[src/rtl/gpio_bank_if.sv]
// Word-addressed register bus between a bus master and a GPIO bank.
interface gpio_bank_if #(
  parameter int ADDR_W = 3,
  parameter int DATA_W = 32
);
  logic [ADDR_W-1:0] addr;
  logic              we;
  logic              re;
  logic [DATA_W-1:0] wd;
  logic [DATA_W-1:0] rd;
  logic              rd_valid;

  modport master (
    output addr, we, re, wd,
    input  rd, rd_valid
  );

  modport slave (
    input  addr, we, re, wd,
    output rd, rd_valid
  );
endinterface : gpio_bank_if

[src/rtl/gpio_bank_ctrl.sv]
// GPIO bank: N_IN synchronised input ports, N_OUT bus-writable output registers,
// sticky rising-edge capture with a maskable interrupt on input port 0, and a
// registered read-data path with a one-cycle valid strobe.
module gpio_bank_ctrl #(
  parameter int DATA_W = 32,
  parameter int N_IN   = 2,
  parameter int N_OUT  = 2,
  parameter int ADDR_W = 3
) (
  input  logic                    clk,
  input  logic                    rst,
  gpio_bank_if.slave              bus,
  input  logic [N_IN*DATA_W-1:0]  gpi,
  output logic [N_OUT*DATA_W-1:0] gpo,
  output logic                    irq,
  output logic                    addr_err
);

  // Register map: inputs, then outputs, then EDGE and IEN; everything above is unmapped.
  localparam int EDGE_ADDR = N_IN + N_OUT;
  localparam int IEN_ADDR  = N_IN + N_OUT + 1;
  localparam int N_MAPPED  = N_IN + N_OUT + 2;

  // The map has to fit in the address space, and the bank needs at least one port each way.
  if (N_MAPPED > (2 ** ADDR_W)) begin : g_addr_too_narrow
    $error("gpio_bank_ctrl: ADDR_W=%0d cannot hold %0d registers", ADDR_W, N_MAPPED);
  end
  if (N_IN < 1 || N_OUT < 1) begin : g_bad_port_count
    $error("gpio_bank_ctrl: N_IN and N_OUT must both be >= 1");
  end

  // ---------------------------------------------------------------------------
  // State
  // ---------------------------------------------------------------------------
  logic [DATA_W-1:0] s1_q   [N_IN];
  logic [DATA_W-1:0] s1_d   [N_IN];
  logic [DATA_W-1:0] s2_q   [N_IN];
  logic [DATA_W-1:0] s2_d   [N_IN];
  logic [DATA_W-1:0] s3_q;
  logic [DATA_W-1:0] s3_d;
  logic [1:0]        prime_q;
  logic [1:0]        prime_d;
  logic [DATA_W-1:0] gpo_q  [N_OUT];
  logic [DATA_W-1:0] gpo_d  [N_OUT];
  logic [DATA_W-1:0] edge_q;
  logic [DATA_W-1:0] edge_d;
  logic [DATA_W-1:0] ien_q;
  logic [DATA_W-1:0] ien_d;
  logic [DATA_W-1:0] rd_q;
  logic [DATA_W-1:0] rd_d;
  logic              rd_valid_q;
  logic              rd_valid_d;
  logic              addr_err_q;
  logic              addr_err_d;

  // ---------------------------------------------------------------------------
  // Decode
  // ---------------------------------------------------------------------------
  logic [31:0]       addr_idx;
  logic              mapped;
  logic              wr_edge;
  logic              wr_ien;
  logic              primed;
  logic [DATA_W-1:0] rise;
  logic [DATA_W-1:0] clr;
  logic [DATA_W-1:0] rd_sel;

  assign addr_idx = 32'(bus.addr);
  assign mapped   = (addr_idx < 32'(N_MAPPED));
  assign wr_edge  = bus.we && (addr_idx == 32'(EDGE_ADDR));
  assign wr_ien   = bus.we && (addr_idx == 32'(IEN_ADDR));
  assign primed   = (prime_q == 2'd3);

  // Synchroniser chain: two flops per port, plus a third on port 0 for edge detection.
  always_comb begin
    for (int k = 0; k < N_IN; k++) begin
      s1_d[k] = gpi[k*DATA_W +: DATA_W];
      s2_d[k] = s1_q[k];
    end
    s3_d = s2_q[0];
  end

  // Prime counter: suppresses edges until the synchroniser holds post-reset data.
  always_comb begin
    prime_d = primed ? prime_q : prime_q + 2'd1;
  end

  // Output registers take bus writes aimed at their own address.
  always_comb begin
    for (int j = 0; j < N_OUT; j++) begin
      gpo_d[j] = (bus.we && (addr_idx == 32'(N_IN + j))) ? bus.wd : gpo_q[j];
    end
  end

  // Sticky edge status (write-1-to-clear, a new rise beats a clear) and interrupt enable.
  always_comb begin
    rise   = s2_q[0] & ~s3_q & {DATA_W{primed}};
    clr    = wr_edge ? bus.wd : '0;
    edge_d = (edge_q & ~clr) | rise;
    ien_d  = wr_ien ? bus.wd : ien_q;
  end

  // Read mux: selects from pre-edge state, so a same-edge write is not yet visible.
  always_comb begin
    // NOTE: every comb output gets a default first so no path leaves it unassigned
    // and infers a latch; unmapped addresses fall through to this zero.
    rd_sel = '0;
    for (int k = 0; k < N_IN; k++) begin
      if (addr_idx == 32'(k)) rd_sel = s2_q[k];
    end
    for (int j = 0; j < N_OUT; j++) begin
      if (addr_idx == 32'(N_IN + j)) rd_sel = gpo_q[j];
    end
    if (addr_idx == 32'(EDGE_ADDR)) rd_sel = edge_q;
    if (addr_idx == 32'(IEN_ADDR))  rd_sel = ien_q;
  end

  // Read-data hold, valid strobe and unmapped-access error strobe.
  always_comb begin
    rd_d       = bus.re ? rd_sel : rd_q;
    rd_valid_d = bus.re;
    addr_err_d = (bus.we || bus.re) && !mapped;
  end

  // State register with synchronous reset; every flop, including the array
  // elements, returns to zero so reads after reset are deterministic.
  always_ff @(posedge clk) begin
    // NOTE: non-blocking assignments here so every flop samples pre-edge values,
    // which is what makes the synchroniser chain and read-before-write behave.
    if (rst) begin
      for (int k = 0; k < N_IN; k++) begin
        s1_q[k] <= '0;
        s2_q[k] <= '0;
      end
      for (int j = 0; j < N_OUT; j++) begin
        gpo_q[j] <= '0;
      end
      s3_q       <= '0;
      prime_q    <= '0;
      edge_q     <= '0;
      ien_q      <= '0;
      rd_q       <= '0;
      rd_valid_q <= 1'b0;
      addr_err_q <= 1'b0;
    end else begin
      for (int k = 0; k < N_IN; k++) begin
        s1_q[k] <= s1_d[k];
        s2_q[k] <= s2_d[k];
      end
      for (int j = 0; j < N_OUT; j++) begin
        gpo_q[j] <= gpo_d[j];
      end
      s3_q       <= s3_d;
      prime_q    <= prime_d;
      edge_q     <= edge_d;
      ien_q      <= ien_d;
      rd_q       <= rd_d;
      rd_valid_q <= rd_valid_d;
      addr_err_q <= addr_err_d;
    end
  end

  // ---------------------------------------------------------------------------
  // Outputs
  // ---------------------------------------------------------------------------
  for (genvar j = 0; j < N_OUT; j++) begin : g_gpo
    assign gpo[j*DATA_W +: DATA_W] = gpo_q[j];
  end

  assign irq          = |(edge_q & ien_q);
  assign addr_err     = addr_err_q;
  assign bus.rd       = rd_q;
  assign bus.rd_valid = rd_valid_q;

endmodule : gpio_bank_ctrl

[src/flat_wrapper.sv]
// flat-port wrapper written by rule: the top's interface ports become plain ports
module gpio_bank_ctrl_flat 
#(
  parameter int DATA_W = 32,
  parameter int N_IN   = 2,
  parameter int N_OUT  = 2,
  parameter int ADDR_W = 3
)
  (clk, rst, gpi, gpo, irq, addr_err, bus_addr, bus_we, bus_re, bus_wd, bus_rd, bus_rd_valid);
  gpio_bank_if #(.ADDR_W(ADDR_W), .DATA_W(DATA_W)) bus_i ();
  input  logic clk;
  input  logic rst;
  input  logic [N_IN*DATA_W-1:0] gpi;
  output logic [N_OUT*DATA_W-1:0] gpo;
  output logic irq;
  output logic addr_err;
  input wire logic [$bits(bus_i.addr)-1:0] bus_addr;
  input wire logic [$bits(bus_i.we)-1:0] bus_we;
  input wire logic [$bits(bus_i.re)-1:0] bus_re;
  input wire logic [$bits(bus_i.wd)-1:0] bus_wd;
  output wire logic [$bits(bus_i.rd)-1:0] bus_rd;
  output wire logic [$bits(bus_i.rd_valid)-1:0] bus_rd_valid;
  assign bus_i.addr = bus_addr;
  assign bus_i.we = bus_we;
  assign bus_i.re = bus_re;
  assign bus_i.wd = bus_wd;
  assign bus_rd = bus_i.rd;
  assign bus_rd_valid = bus_i.rd_valid;
  gpio_bank_ctrl #(.DATA_W(DATA_W), .N_IN(N_IN), .N_OUT(N_OUT), .ADDR_W(ADDR_W)) u_core (.clk(clk), .rst(rst), .bus(bus_i), .gpi(gpi), .gpo(gpo), .irq(irq), .addr_err(addr_err));
endmodule
[config.mk]
export PLATFORM = sky130hd
export DESIGN_NAME = gpio_bank_ctrl_flat
export DESIGN_NICKNAME = d
export VERILOG_FILES = /design/src/rtl/gpio_bank_if.sv /design/src/rtl/gpio_bank_ctrl.sv /design/src/flat_wrapper.sv
export SDC_FILE = /design/constraint.sdc
export NUM_CORES = 1
export LEC_CHECK = 0
export CAP_MARGIN = 15
export CORE_MARGIN = 2
export CORE_UTILIZATION = 50
export CTS_CLUSTER_SIZE = 20
export DETAILED_ROUTE_END_ITERATION = 7
export PLACE_DENSITY = 0.82
export RECOVER_POWER = 25
export SETUP_SLACK_MARGIN = 0.15
export SLEW_MARGIN = 5
export SYNTH_ARGS = -nofsm -noshare
export SYNTH_HDL_FRONTEND = slang
export SYNTH_SLANG_ARGS = --single-unit
export TNS_END_PERCENT = 20
[constraint.sdc]
create_clock -name clk -period 2.2 [get_ports clk]
set_clock_uncertainty 0.2 [all_clocks]
set_input_delay 0.44 -clock clk [delete_from_list [all_inputs] [get_ports clk]]
set_output_delay 0.44 -clock clk [all_outputs]
set_load 0.05 [all_outputs]
After elaboration in Yosys (flattened, before gate mapping)

Memories as Yosys holds them, arrays and structs flattened.
Index checks and enable logic that the tools add are counted.

Flip-flop bits (word level): 132
RAM bits: 192
Bits of input ports: 103
Output and inout bits: 99
Word-level logic and storage cells: 58
Memories kept: 3

Add/sub/neg operators: 1
Magnitude comparators: 1
Equality and inequality tests: 6
Muxes and demuxes: 18
Bitwise logic cells: 13
Reduce and logical (&&, ||, !) cells: 9

Memory list:

| memory       | depth | bits a word | rd ports | clocked after memory_dff | write ports | RTL line             | source |
|---|---|---|---|---|---|---|---|
| u_core.gpo_q | 2     | 32          | 2        | 0                        | 2           | gpio_bank_ctrl.sv:43 | `logic [DATA_W-1:0] gpo_q [N_OUT];` |
| u_core.s1_q  | 2     | 32          | 2        | 0                        | 2           | gpio_bank_ctrl.sv:35 | `logic [DATA_W-1:0] s1_q [N_IN];` |
| u_core.s2_q  | 2     | 32          | 2        | 0                        | 2           | gpio_bank_ctrl.sv:37 | `logic [DATA_W-1:0] s2_q [N_IN];` |

Operators with widths:

| operator                                          | number |
|---|---|
| two-way mux 32 bit                                | 15 |
| AND 32 bit                                        | 4 |
| NOT 32 bit                                        | 2 |
| logical NOT 32 bit                                | 1 |
| bitwise OR 32 bit                                 | 1 |
| OR reduction 32 bit                               | 1 |
| == test 3 x 2 -> 1 bit, second input constant     | 2 |
| == test 3 bit, second input constant              | 2 |
| bitwise OR 1 bit                                  | 6 |
| logical AND 1 bit                                 | 5 |
| == test 3 x 1 -> 1 bit, second input constant     | 1 |
| less-than comparator 3 bit, second input constant | 1 |
| two-way mux 1 bit                                 | 3 |
| adder 2 x 1 -> 2 bit, second input constant       | 1 |
| == test 2 bit, second input constant              | 1 |
| logical NOT 1 bit                                 | 1 |
| logical OR 1 bit                                  | 1 |

Logic depth before layout (Yosys ltp)

Word-level depth: 7
Depth in mapped cells: 7
Gate-level depth less buffers: 3

Worst setup path after synthesis

OpenSTA, ideal clock, no wires.

Path type: flip-flop to output port
Start point: register u_core.edge_q[25]
End point: output port irq
Data arrival time: 1335 ps
Path slack: 225 ps
Stages on the path, launching flop included: 4
Buffers on the path: 0
Path through: dfxtp_1 a22oi_1 nand4_1 or4_1

Cells in the longest elaborated chain, start to end: 2

Ends and longest elaborated chain:

| what                     | RTL line              | source |
|---|---|---|
| start: declaration       | gpio_bank_ctrl.sv:45  | `logic [DATA_W-1:0] edge_q;` |
| start signal: assignment | gpio_bank_ctrl.sv:155 | `edge_q <= edge_d;` |
| AND 32 bit               | gpio_bank_ctrl.sv:170 | `assign irq = \|(edge_q & ien_q);` |
| OR reduction 32 bit      | gpio_bank_ctrl.sv:170 |  |
| end: declaration         | flat_wrapper.sv:15    | `output logic irq;` |

No other way between the ends.

Final worst setup path

Start point: register u_core.edge_q[29]
End point: output port irq

The elaborated chain is that of the path after synthesis.

==> qor.yml <==
power_and_ir_drop:
  p_sw_w: 0.00309
  sw_frac_of_total_pct: 23.5
  p_seq_share_pct: 47.1
  vdd_drop_max_v: 0.000547
  p_comb_share_pct: 8.9
  p_leak_nw: 5.97
  clockPowerShare_pct: 43.9
  intPower_w: 0.0100
  power_density_mw_per_mm2: 851
layout:
  final_cell_mix: "316 x dfxtp_1, 224 x nand2_1, 162 x nor2b_1"
  fin_nets: 1595
  final_common_cell: "dfxtp_1"
  postLayoutCellArea_mm2: 0.0154
  multi_input_area_mm2: 0.00498
  area_growth_pct: 28.4
  regArea_mm2: 0.00650
  drive_gt1_share_pct: 18.3
  antenna_cells: 0
  fillCellCount: 1890
min_path:
  min-delay-path-class: "register to register"
yosys:
  synth_top_area_cell: "dfxtp_1"
  avgSynthCellArea_um2: 9.28
  synth_top_area_share_pct: 53.9
  syn-cell-area_mm2: 0.0120
  synth.distinct_cells: 41
  yosys_warnings: 0
  yosysSeqAreaShare_pct: 53.9
  syn-instance-count: 1296
  ys_ff_latch: 324
  synthTopCellsByArea: "dfxtp_1 54%, nor2b_1 8.4%, nand2_1 7.0%"
  syn-num-nets: 1400
placement:
  dpl.hpwl_um: 23700
  post_dp_cell_area_mm2: 0.0143
  gp_congestion: 0.886
  port_buffers: 201
run_status:
  status: "finished with violations"
  violations: "negative setup slack"
clock_tree:
  path_clk_slew_ps: 60
  h-tree-depth: 2
  holdBufCountCts: 0
  cts.sinks: 324
  clockBufferDepth: 3
  insertion_delay_ps: 520
  cts_tree: "done"
  cts_root_buf: "clkbuf_16"
  numCtsBuffers: 34
sta:
  rsz0062_at_grt: "true"
  setup_slack_ps: -378
  whs_ps: 232
  relSlewSlack_pct: 26.5
  tightest_slew_ps: 1100
  slew_violations: 0
  finalHoldViolations: 0
  setup_violations: 1
  fmax_mhz: 388
  finalCritPeriodShare_pct: 117
  setup_tns_ps: -378
  period_needed_ps: 2580
floorplanning:
  core_mm2: 0.0235
  die_h_um: 159
  io_pins: 202
  die_width_um: 159
  initial_utilization_pct: 51.1
  fp.dieArea_mm2: 0.0253
  rows: 56
setup_path:
  endpoint_kind: "primary output"
  critPathKind: "register to primary output"
  crit_required_ps: 1560
  critPathLaunchType: "register"
  worstPathArrival_ps: 1940
  rrSetupSlack_ps: 690
  critPathMaxFanout: 3
drt:
  vias: 10300
  ant_nets: 0
  via_per_inst: 5.65
  dr.pass1.iters: 7
  drc: 0
  drt-total-wl_um: 35700
  wire_per_inst_um: 19.5
  drtIter0Drc: 1133
grt:
  grt_overflow: 0
  grt_max_degree: 68
  grt_pass1_vias: 10200
  antenna_found_initial: 0
  grt_pass1_wl_um: 55600
  track_usage_pct: 27.2
run:
  maxCapViolCount: 0
## power by group through the flow
stage	combinational (W)	clock (W)	sequential [W]
global placement	0.00115	0	0.00631
CTS	0.00118	0.00581	0.00619
floorplan	0.000521	0	0.00642
detailed placement	0.00117	0	0.00631
global route	0.00125	0.00606	0.00621
finish	0.00117	0.00577	0.00619
## critical path, stage by stage (launching register included)
cell and delay, ps:
dfxtp_1 350, a22oi_2 230, nand4_1 110, or4_4 570, buf_8 180
## cells in the mapped netlist (all sizes together)
| library cell | instances |
|---|---|
| a2111oi | 25 |
| a211oi | 1 |
| a21o | 25 |
| a21oi | 129 |
| a222oi | 25 |
| a22oi | 28 |
| a2bb2oi | 1 |
| and3b | 1 |
| and4b | 2 |
| buf | 44 |
| clkbuf | 54 |
| dfxtp | 324 |
| ha | 1 |
| inv | 35 |
| mux2 | 37 |
| mux2i | 2 |
| nand2 | 224 |
| nand2b | 1 |
| nand3b | 33 |
| nand4 | 4 |
| nand4b | 3 |
| nand4bb | 2 |
| nor2 | 56 |
| nor2b | 162 |
| nor3 | 1 |
| nor4bb | 1 |
| o21ai | 64 |
| o221ai | 6 |
| o311ai | 1 |
| or3b | 1 |
| or4 | 1 |
| or4b | 1 |
| xor2 | 1 |
## cell families after synthesis
kind of cell             Yosys count  synth area share [%]
AO/OA/AOI/OAI                    305                  16.6
buffers and inverters            133                  5.05
adder cells (fa/ha/maj)            1                 0.104
multiplexers                      39                  3.63
XOR/XNOR                           1                0.0729
flip-flops                       324                  53.9
AND/OR/NAND/NOR                  493                  20.6
## worst paths after layout
path                             from            endpoint  depth (start not counted)
setup / recovery    u_core.edge_q[29]                 irq                          4
hold reg to reg    u_core.s1_q[0][14]  u_core.s2_q[0][14]                          1
hold / removal     u_core.s1_q[0][14]  u_core.s2_q[0][14]                          1
setup reg to reg  u_core.gpo_q[0][22]   u_core.bus.rd[22]                          3
## repair_timing
action / in CTS / in global routing
setup endpoints to repair: 3 / 1
setup buffers: 1 / 2
resized for setup: 14 / 6
pin swaps: 3 / 5
## sequential cells by signal (all words and copies together), names as in the netlist
name,count
u_core.gpo_q,64
u_core.edge_q,32
u_core.s2_q,64
u_core.s1_q,64
u_core.prime_q,2
u_core.bus.rd,32
u_core.bus.rd_valid,1
u_core.s3_q,32
u_core.addr_err,1
u_core.ien_q,32
## routing by layer
metal	part of all wire (%)	global-route usage, %	up-vias
met1	41	35.1	4885
li1	-	-	4794
met4	3.2	10.9	0
met2	47	44.4	577
met5	0	0	-
met3	9.4	6.20	92
## area by class of cell
type                    count  share of cell area (%)
inverters                  35                   0.851
flip-flops and latches    324                    42.1
clock inverters            11                   0.924
multi-input cells         839                    32.2
well taps                 319                    2.59
clock buffers              48                    6.38
repair buffers            257                    14.9
## metrics by stage
stage               power, W  setup WS (ps)  instances  utilization, %
finish                0.0131           -378       1833            65.6
global route          0.0135           -391       1833            65.6
CTS                   0.0132           -375       1831            65.7
detailed placement   0.00748          -23.0       1771            60.7
global placement     0.00746           27.3       1771            60.7
floorplan            0.00694            225       1296               -
No activity file was read; power rests on OpenSTA's default activity.
